**config.mk**
```make
export PLATFORM = sky130hd
export DESIGN_NAME = mul_seq
export DESIGN_NICKNAME = d
export VERILOG_FILES = /design/src/rtl/mul_seq.sv
export SDC_FILE = /design/constraint.sdc
export NUM_CORES = 1
export LEC_CHECK = 0
export CAP_MARGIN = 20
export CORE_MARGIN = 2
export CORE_UTILIZATION = 43
export CTS_BUF_LIST = sky130_fd_sc_hd__clkbuf_8
export DETAILED_ROUTE_END_ITERATION = 16
export DONT_BUFFER_PORTS = 1
export PLACE_DENSITY = 0.66
export SLEW_MARGIN = 5
export SYNTH_ARGS = -nofsm -noshare
export SYNTH_HDL_FRONTEND = slang
export SYNTH_SLANG_ARGS = --single-unit
```
**constraint.sdc**
```tcl
create_clock -name clk -period 4.56 [get_ports clk]
set_input_delay 0.456 -clock clk [delete_from_list [all_inputs] [get_ports clk]]
set_output_delay 0.456 -clock clk [all_outputs]
set_load 0.005 [all_outputs]
```
**src/rtl/mul_seq.sv**
```systemverilog
`default_nettype none
// ============================================================================
//  Module   : mul_seq
//  Purpose  : 16x16 unsigned shift-add multiplier that time-shares an
//             external 16-bit ALU; 16 BUSY cycles per product.
//             MUL_SEQ_ZERO_BYPASS_EN: zero operands skip straight to DONE.
//  Revision : 1.0  initial release
// ============================================================================
module mul_seq (
    input  logic        clk,
    input  logic        rst,
    input  logic        req_valid,
    output logic        req_ready,
    input  logic [15:0] op_a,
    input  logic [15:0] op_b,
    output logic        rsp_valid,
    input  logic        rsp_ready,
    output logic [31:0] product,
    output logic [15:0] alu_a,
    output logic [15:0] alu_b,
    output logic [2:0]  alu_fun,
    input  logic [15:0] alu_r,
    input  logic        alu_c,
    output logic        busy
);

    typedef enum logic [1:0] {
        S_IDLE = 2'd0,
        S_BUSY = 2'd1,
        S_DONE = 2'd2
    } state_t;

    localparam logic [2:0] c_ALU_ADD = 3'b000;

    state_t      state_q, state_d;
    logic [15:0] mcand_q, mcand_d;
    logic [15:0] acc_hi_q, acc_hi_d;
    logic [15:0] mplier_q, mplier_d;
    logic [4:0]  count_q, count_d;

    always_comb begin
        state_d  = state_q;
        mcand_d  = mcand_q;
        acc_hi_d = acc_hi_q;
        mplier_d = mplier_q;
        count_d  = count_q;
        case (state_q)
            S_IDLE: begin
                if (req_valid) begin
                    mcand_d  = op_a;
                    mplier_d = op_b;
                    acc_hi_d = 16'h0000;
                    count_d  = 5'd0;
                    state_d  = S_BUSY;
`ifdef MUL_SEQ_ZERO_BYPASS_EN
                    if ((op_a == 16'h0000) || (op_b == 16'h0000)) begin
                        mplier_d = 16'h0000;
                        state_d  = S_DONE;
                    end
`endif
                end
            end
            S_BUSY: begin
                // Carry and sum shift right together; the sum LSB becomes a
                // finished product bit entering the top of the multiplier.
                acc_hi_d = {alu_c, alu_r[15:1]};
                mplier_d = {alu_r[0], mplier_q[15:1]};
                count_d  = count_q + 5'd1;
                if (count_q == 5'd15) begin
                    state_d = S_DONE;
                end
            end
            S_DONE: begin
                if (rsp_ready) begin
                    state_d = S_IDLE;
                end
            end
            default: begin
                state_d = S_IDLE;
            end
        endcase
    end

    always_ff @(posedge clk or posedge rst) begin
        if (rst) begin
            state_q  <= S_IDLE;
            mcand_q  <= 16'h0000;
            acc_hi_q <= 16'h0000;
            mplier_q <= 16'h0000;
            count_q  <= 5'd0;
        end else begin
            state_q  <= state_d;
            mcand_q  <= mcand_d;
            acc_hi_q <= acc_hi_d;
            mplier_q <= mplier_d;
            count_q  <= count_d;
        end
    end

    assign req_ready = (state_q == S_IDLE);
    assign rsp_valid = (state_q == S_DONE);
    assign busy      = (state_q != S_IDLE);
    assign product   = {acc_hi_q, mplier_q};

    // ALU inputs are held at zero whenever no iteration is in progress.
    assign alu_fun = c_ALU_ADD;
    assign alu_a   = (state_q == S_BUSY) ? acc_hi_q : 16'h0000;
    assign alu_b   = ((state_q == S_BUSY) && mplier_q[0]) ? mcand_q : 16'h0000;

endmodule
`default_nettype wire

```
==> results of run 1 <==
## worst max-delay path, stage by stage (launching register included)
cell and delay [ns]:
dfrtp_1 0.63, and2b_2 0.96, and3_1 0.29
## where the power goes
| group | internal [mW] | switching [mW] |
|---|---|---|
| Clock | 0.166 | 0.161 |
| Sequential | 0.710 | 0.227 |
| Combinational | 0.301 | 0.320 |
## cells in the final DEF, fill, tap and decap left out, drive strengths merged
cell type,synthesis,routed
dfrtp,55,55
nand2,35,35
nand3,20,20
o21ai,19,19
a21oi,18,18
and3,17,17
a22oi,16,16
and2,16,16
mux2,16,16
nor2b,12,12
and2b,7,7
inv,5,6
clkbuf,9,5
conb,1,3
ha,2,2
buf,16,2
or3b,1,1
or2,1,1
nand2b,1,1
o21a,1,1
xnor2,1,1
o22ai,1,1
a22o,1,1
clkinvlp,0,1
bufinv,0,1
## worst max path at each step
stage,startpoint,end,slack (ns),depth (start not counted)
after floorplan,rst,acc_hi_q[0],2.76,1
after global placement,state_q[1],alu_b[6],2.28,2
after detailed placement,state_q[1],alu_b[0],2.24,2
after CTS,state_q[1],alu_b[0],1.88,2
after global routing,state_q[1],alu_b[14],1.67,2
final,state_q[1],alu_b[0],1.88,2
## sequential cells by signal, summed over array words and instances (netlist names)
name	count
acc_hi_q	16
mcand_q	16
mplier_q	16
count_q	5
state_q	2
## metal layers
metal  GRT usage, %  routed length [µm]  vias up
met2          23.75                2519       95
met5              0                   0        -
met3          6.262                 516        6
li1               -                   -      886
met1          20.47                2452      887
met4          4.471                  59        0
## logic make-up after synthesis
group	share of synthesized area, %
AOI/OAI and AO/OA	12.13
xor gates and xnor gates	0.3241
adders and majority gates	0.9258
buffers and inverters	5.926
DFF	50.93
muxes	7.917
other	0.1388
and+or+nand+nor	21.71
## Yosys cell counts
master	instances
nor2b_1	12
or3b_1	1
buf_1	1
a22o_1	1
nand2b_1	1
mux2_2	7
nand2_1	35
or2_2	1
mux2_4	9
a22oi_1	16
and2_1	16
and2b_1	7
buf_4	3
dfrtp_1	55
conb_1	1
buf_6	1
buf_12	1
xnor2_1	1
inv_1	5
clkbuf_1	9
o21a_1	1
nand3_1	20
ha_1	2
o22ai_1	1
o21ai_0	19
and3_1	17
buf_2	10
a21oi_1	18
## cell type report
cell class                      count  area (µm²)
Timing Repair Buffer                2       15.01
Tap cell                           75       93.84
Clock buffer                        5       68.82
Inverter                            5       18.77
Sequential cell                    55        1376
Fill cell                         563        3197
Clock inverter                      3       46.29
Multi-Input combinational cell    188        1175
==> out/results.txt, run 1 <==
Post-DP HPWL: 3749 µm
Row count: 28
Setup crit end kind: primary output
WP data required: 4.10 ns
Critical path class: reg2out
Worst Setup Start Kind: register
Die area: 6936 µm²
Min-delay worst type: in2async
First-pass GRT wire length: 8700 µm
Max Cap Viol: 0
CTS sink cnt: 55
Mean post-synth cell area: 9.973 µm²
Largest buffer count on any clock path: 2
PostCTS Resize Cnt: 0
I/O pins: 123
H-Tree Depth: 2
PwrDens: 674.1 nW/µm²
Seq/Total Area, Yosys: 50.93%
RSZ-0062 raised after global routing: false
Die extent in y: 83.28 µm
Post-CTS Setup Repair Bufs: 0
Tot GR Track Use: 15.56%
Worst-Skew Late Latency: 0.31 ns
Yosys top cell area share: 50.93%
Total Routed Length: 5547 µm
Leak: 1.349 nW
Largest net degree at the start of global routing: 68
Synth warn: 0
Fin Setup TNS: 0 ns
TritonCTS buffer count: 5
Max Slew Vio Count: 0
Root Buffer Master: clkbuf_8
Initial Util: 45.11%
Worst slew pin tran: 1.043 ns
Initial antenna violation count: 0
Vias after detailed routing: 1,874
DRC viols: 0
Worst hold margin: 0.1943 ns
Synth cell types: 28
Die Wd: 83.28 µm
Critical path arrival: 2.22 ns
CTS Hold Bufs: 0
Vias per cell: 5.628
Slew HR: 30.35%
Initial DRC count: 54
Tmin final: 2.676 ns
Clock Pin Slew Worst Setup and Hold Paths: 0.10 ns
Worst R2R End: mcand_q[9]
Layout Cells excl Fill: 333
Vias in the first global route: 1,747
Worst R2R Path Depth: 3
Area of the mapped netlist: 2703 µm²
DR WL/cell: 16.66 µm
Worst R2R Start: state_q[1]
Final core occ: 46.64%
Clock Skew: 0.009240 ns
Core Region: 5991 µm²
Final setup vio count: 0
Maximum vdd ir drop: 0.3365 mV
Area Growth Syn to Fin: 3.380%
Dpl cell area: 2679 µm²
Dpl cells: 325
Final Hold Viols: 0
Pre-CTS WS: 2.238 ns
Period Utilization, post-route: 58.68%
Grt ovf: 0
Initial DRT Pass Iterations: 5
Synth top area cells: dfrtp_1 51%, mux2_4 5.0%, nand2_1 4.9%
N_diodes: 0
Nets: 312
Gpl congestion: 0.7138
#FFs+latches synth: 55
CP max FO: 67
Post-route design area: 2794 µm²
Post-route ant nets: 0
Cell count after synthesis: 271
CTS tree: built
Register-to-register setup slack: 2.32 ns
Total power: 1.883 mW
I/O Buffers: 0
Slack of the critical path: 1.884 ns
Share of cells above drive strength 1: 11.24%
Cell taking the most area after synthesis: dfrtp_1
Max Fclk: 373.7 MHz
Status: finished clean
(Power assumes the default switching activity.)
==> run 2: changes to the inputs <==
==> constraint.sdc (replaced) <==
create_clock -name clk -period 2.49 [get_ports clk]
set_input_delay 0.249 -clock clk [delete_from_list [all_inputs] [get_ports clk]]
set_output_delay 0.249 -clock clk [all_outputs]
set_load 0.005 [all_outputs]
==> out/results.txt, run 2 (synthesized netlist as in run 1, its figures left out) <==
Worst R2R Start: state_q[0]
Pre-CTS WS: 0.7091 ns
DRC viols: 0
Die Wd: 83.28 µm
Leak: 1.393 nW
Initial DRT Pass Iterations: 4
Max Slew Vio Count: 0
Slack of the critical path: 0.4444 ns
Setup crit end: alu_a[13]
Die area: 6936 µm²
Register-to-register setup slack: 0.72 ns
Core Region: 5991 µm²
Period Utilization, post-route: 82.15%
Initial antenna violation count: 0
Sw Ratio: 37.32%
CTS tree: built
Commonest non-fill, non-tap cell in the layout: dfrtp_1
Largest registers: acc_hi_q x16, mcand_q x16, mplier_q x16
Fin Setup TNS: 0 ns
H-Tree Depth: 2
Vias per cell: 5.548
Clk network pwr share: 15.0%
Root Buffer Master: clkbuf_8
Flop pwr share: 48.6%
Worst Setup Start Kind: register
CP max FO: 44
Row count: 28
Status: finished clean
Clock Pin Slew Worst Setup and Hold Paths: 0.09 ns
Die extent in y: 83.28 µm
Worst R2R End: count_q[4]
Vias in the first global route: 1,880
PostCTS Resize Cnt: 0
Total power: 3.446 mW
Int Power: 2.160 mW
Maximum vdd ir drop: 0.4813 mV
Initial Util: 45.11%
Switch Pwr: 1.286 mW
Max Fclk: 488.8 MHz
CTS sink cnt: 55
Crit path launch: state_q[1]
Final setup vio count: 0
I/O pins: 123
Post-DP HPWL: 3867 µm
Final Hold Viols: 0
I/O Buffers: 0
TritonCTS buffer count: 5
Share of cells above drive strength 1: 13.16%
Worst-Skew Late Latency: 0.30 ns
WP data required: 2.24 ns
Largest buffer count on any clock path: 2
PwrDens: 1207 nW/µm²
Final core occ: 47.64%
N_diodes: 0
Post-route design area: 2854 µm²
Critical path class: reg2out
Dpl cells: 332
Gpl congestion: 0.7623
Most frequent cells in the layout: 55 x dfrtp_1, 35 x nand2_1, 20 x nand3_1, 19 x o21ai_0, 18 x a21oi_1
Worst slew pin tran: 0.9322 ns
Gate power share: 36.4%
Dpl cell area: 2744 µm²
Layout Cells excl Fill: 341
Tot GR Track Use: 16.27%
Initial DRC count: 73
Clock Skew: 0.004218 ns
Fillcell total: 558
Setup crit end kind: primary output
Min-delay worst type: in2reg
Max Cap Viol: 0
First-pass GRT wire length: 9211 µm
DR WL/cell: 16.48 µm
Worst hold margin: 0.05313 ns
Post-route ant nets: 0
Total Routed Length: 5620 µm
Multi-input gate area: 1175 µm²
Area Growth Syn to Fin: 5.602%
Largest net degree at the start of global routing: 45
Register area: 1376 µm²
Tmin final: 2.046 ns
RSZ-0062 raised after global routing: false
Slew HR: 37.85%
Worst R2R Path Depth: 4
Nets: 320
Vias after detailed routing: 1,892
Grt ovf: 0
Critical path arrival: 1.80 ns
run 2: repair_timing:
action | in CTS | in global routing
setup buffers | 0 | 0
endpoints found under the hold margin | 24 | 0
hold buffers | 1 | 0
endpoints found under the setup margin | 0 | 0
run 2: per-layer routing:
layer  routed length, µm  part of all wire [%]  track usage (%)
met1                2455                    44            21.44
met2                2574                    46            25.37
met3                 527                   9.4            5.467
met4                  63                   1.1            5.067
met5                   0                     0                0
run 2: power groups by stage:
stage	clock network, mW	logic, mW	registers (mW)
2_1_floorplan	0	1.10	1.57
3_3_place_gp	0	1.24	1.68
3_5_place_dp	0	1.27	1.69
4_1_cts	0.543	1.28	1.67
5_1_grt	0.580	1.43	1.74
6_report	0.518	1.25	1.67
run 2: worst min-delay path by stage:
stage	depth (start not counted)	startpoint	end	slack, ns
4_1_cts	2	alu_r[15]	acc_hi_q[14]	0.04
6_report	2	alu_r[12]	acc_hi_q[11]	0.05
2_1_floorplan	2	alu_r[1]	acc_hi_q[0]	0.35
3_5_place_dp	1	rst	mplier_q[3]	0.22
5_1_grt	2	alu_r[5]	acc_hi_q[4]	0.04
3_3_place_gp	1	rst	mplier_q[3]	0.21
run 2: final cells by class:
type / instances / area share [%]
Clock inverter: 1 / 0.1315
Multi-Input combinational cell: 188 / 41.17
Timing Repair Buffer: 10 / 3.157
Sequential cell: 55 / 48.22
Clock buffer: 7 / 3.376
Inverter: 5 / 0.6576
Tap cell: 75 / 3.288
run 2: critical path, stage by stage (launching register included):
cell and delay [ns]:
dfrtp_1 0.38, buf_4 0.20, and2b_2 0.48, buf_12 0.25, and2_1 0.17
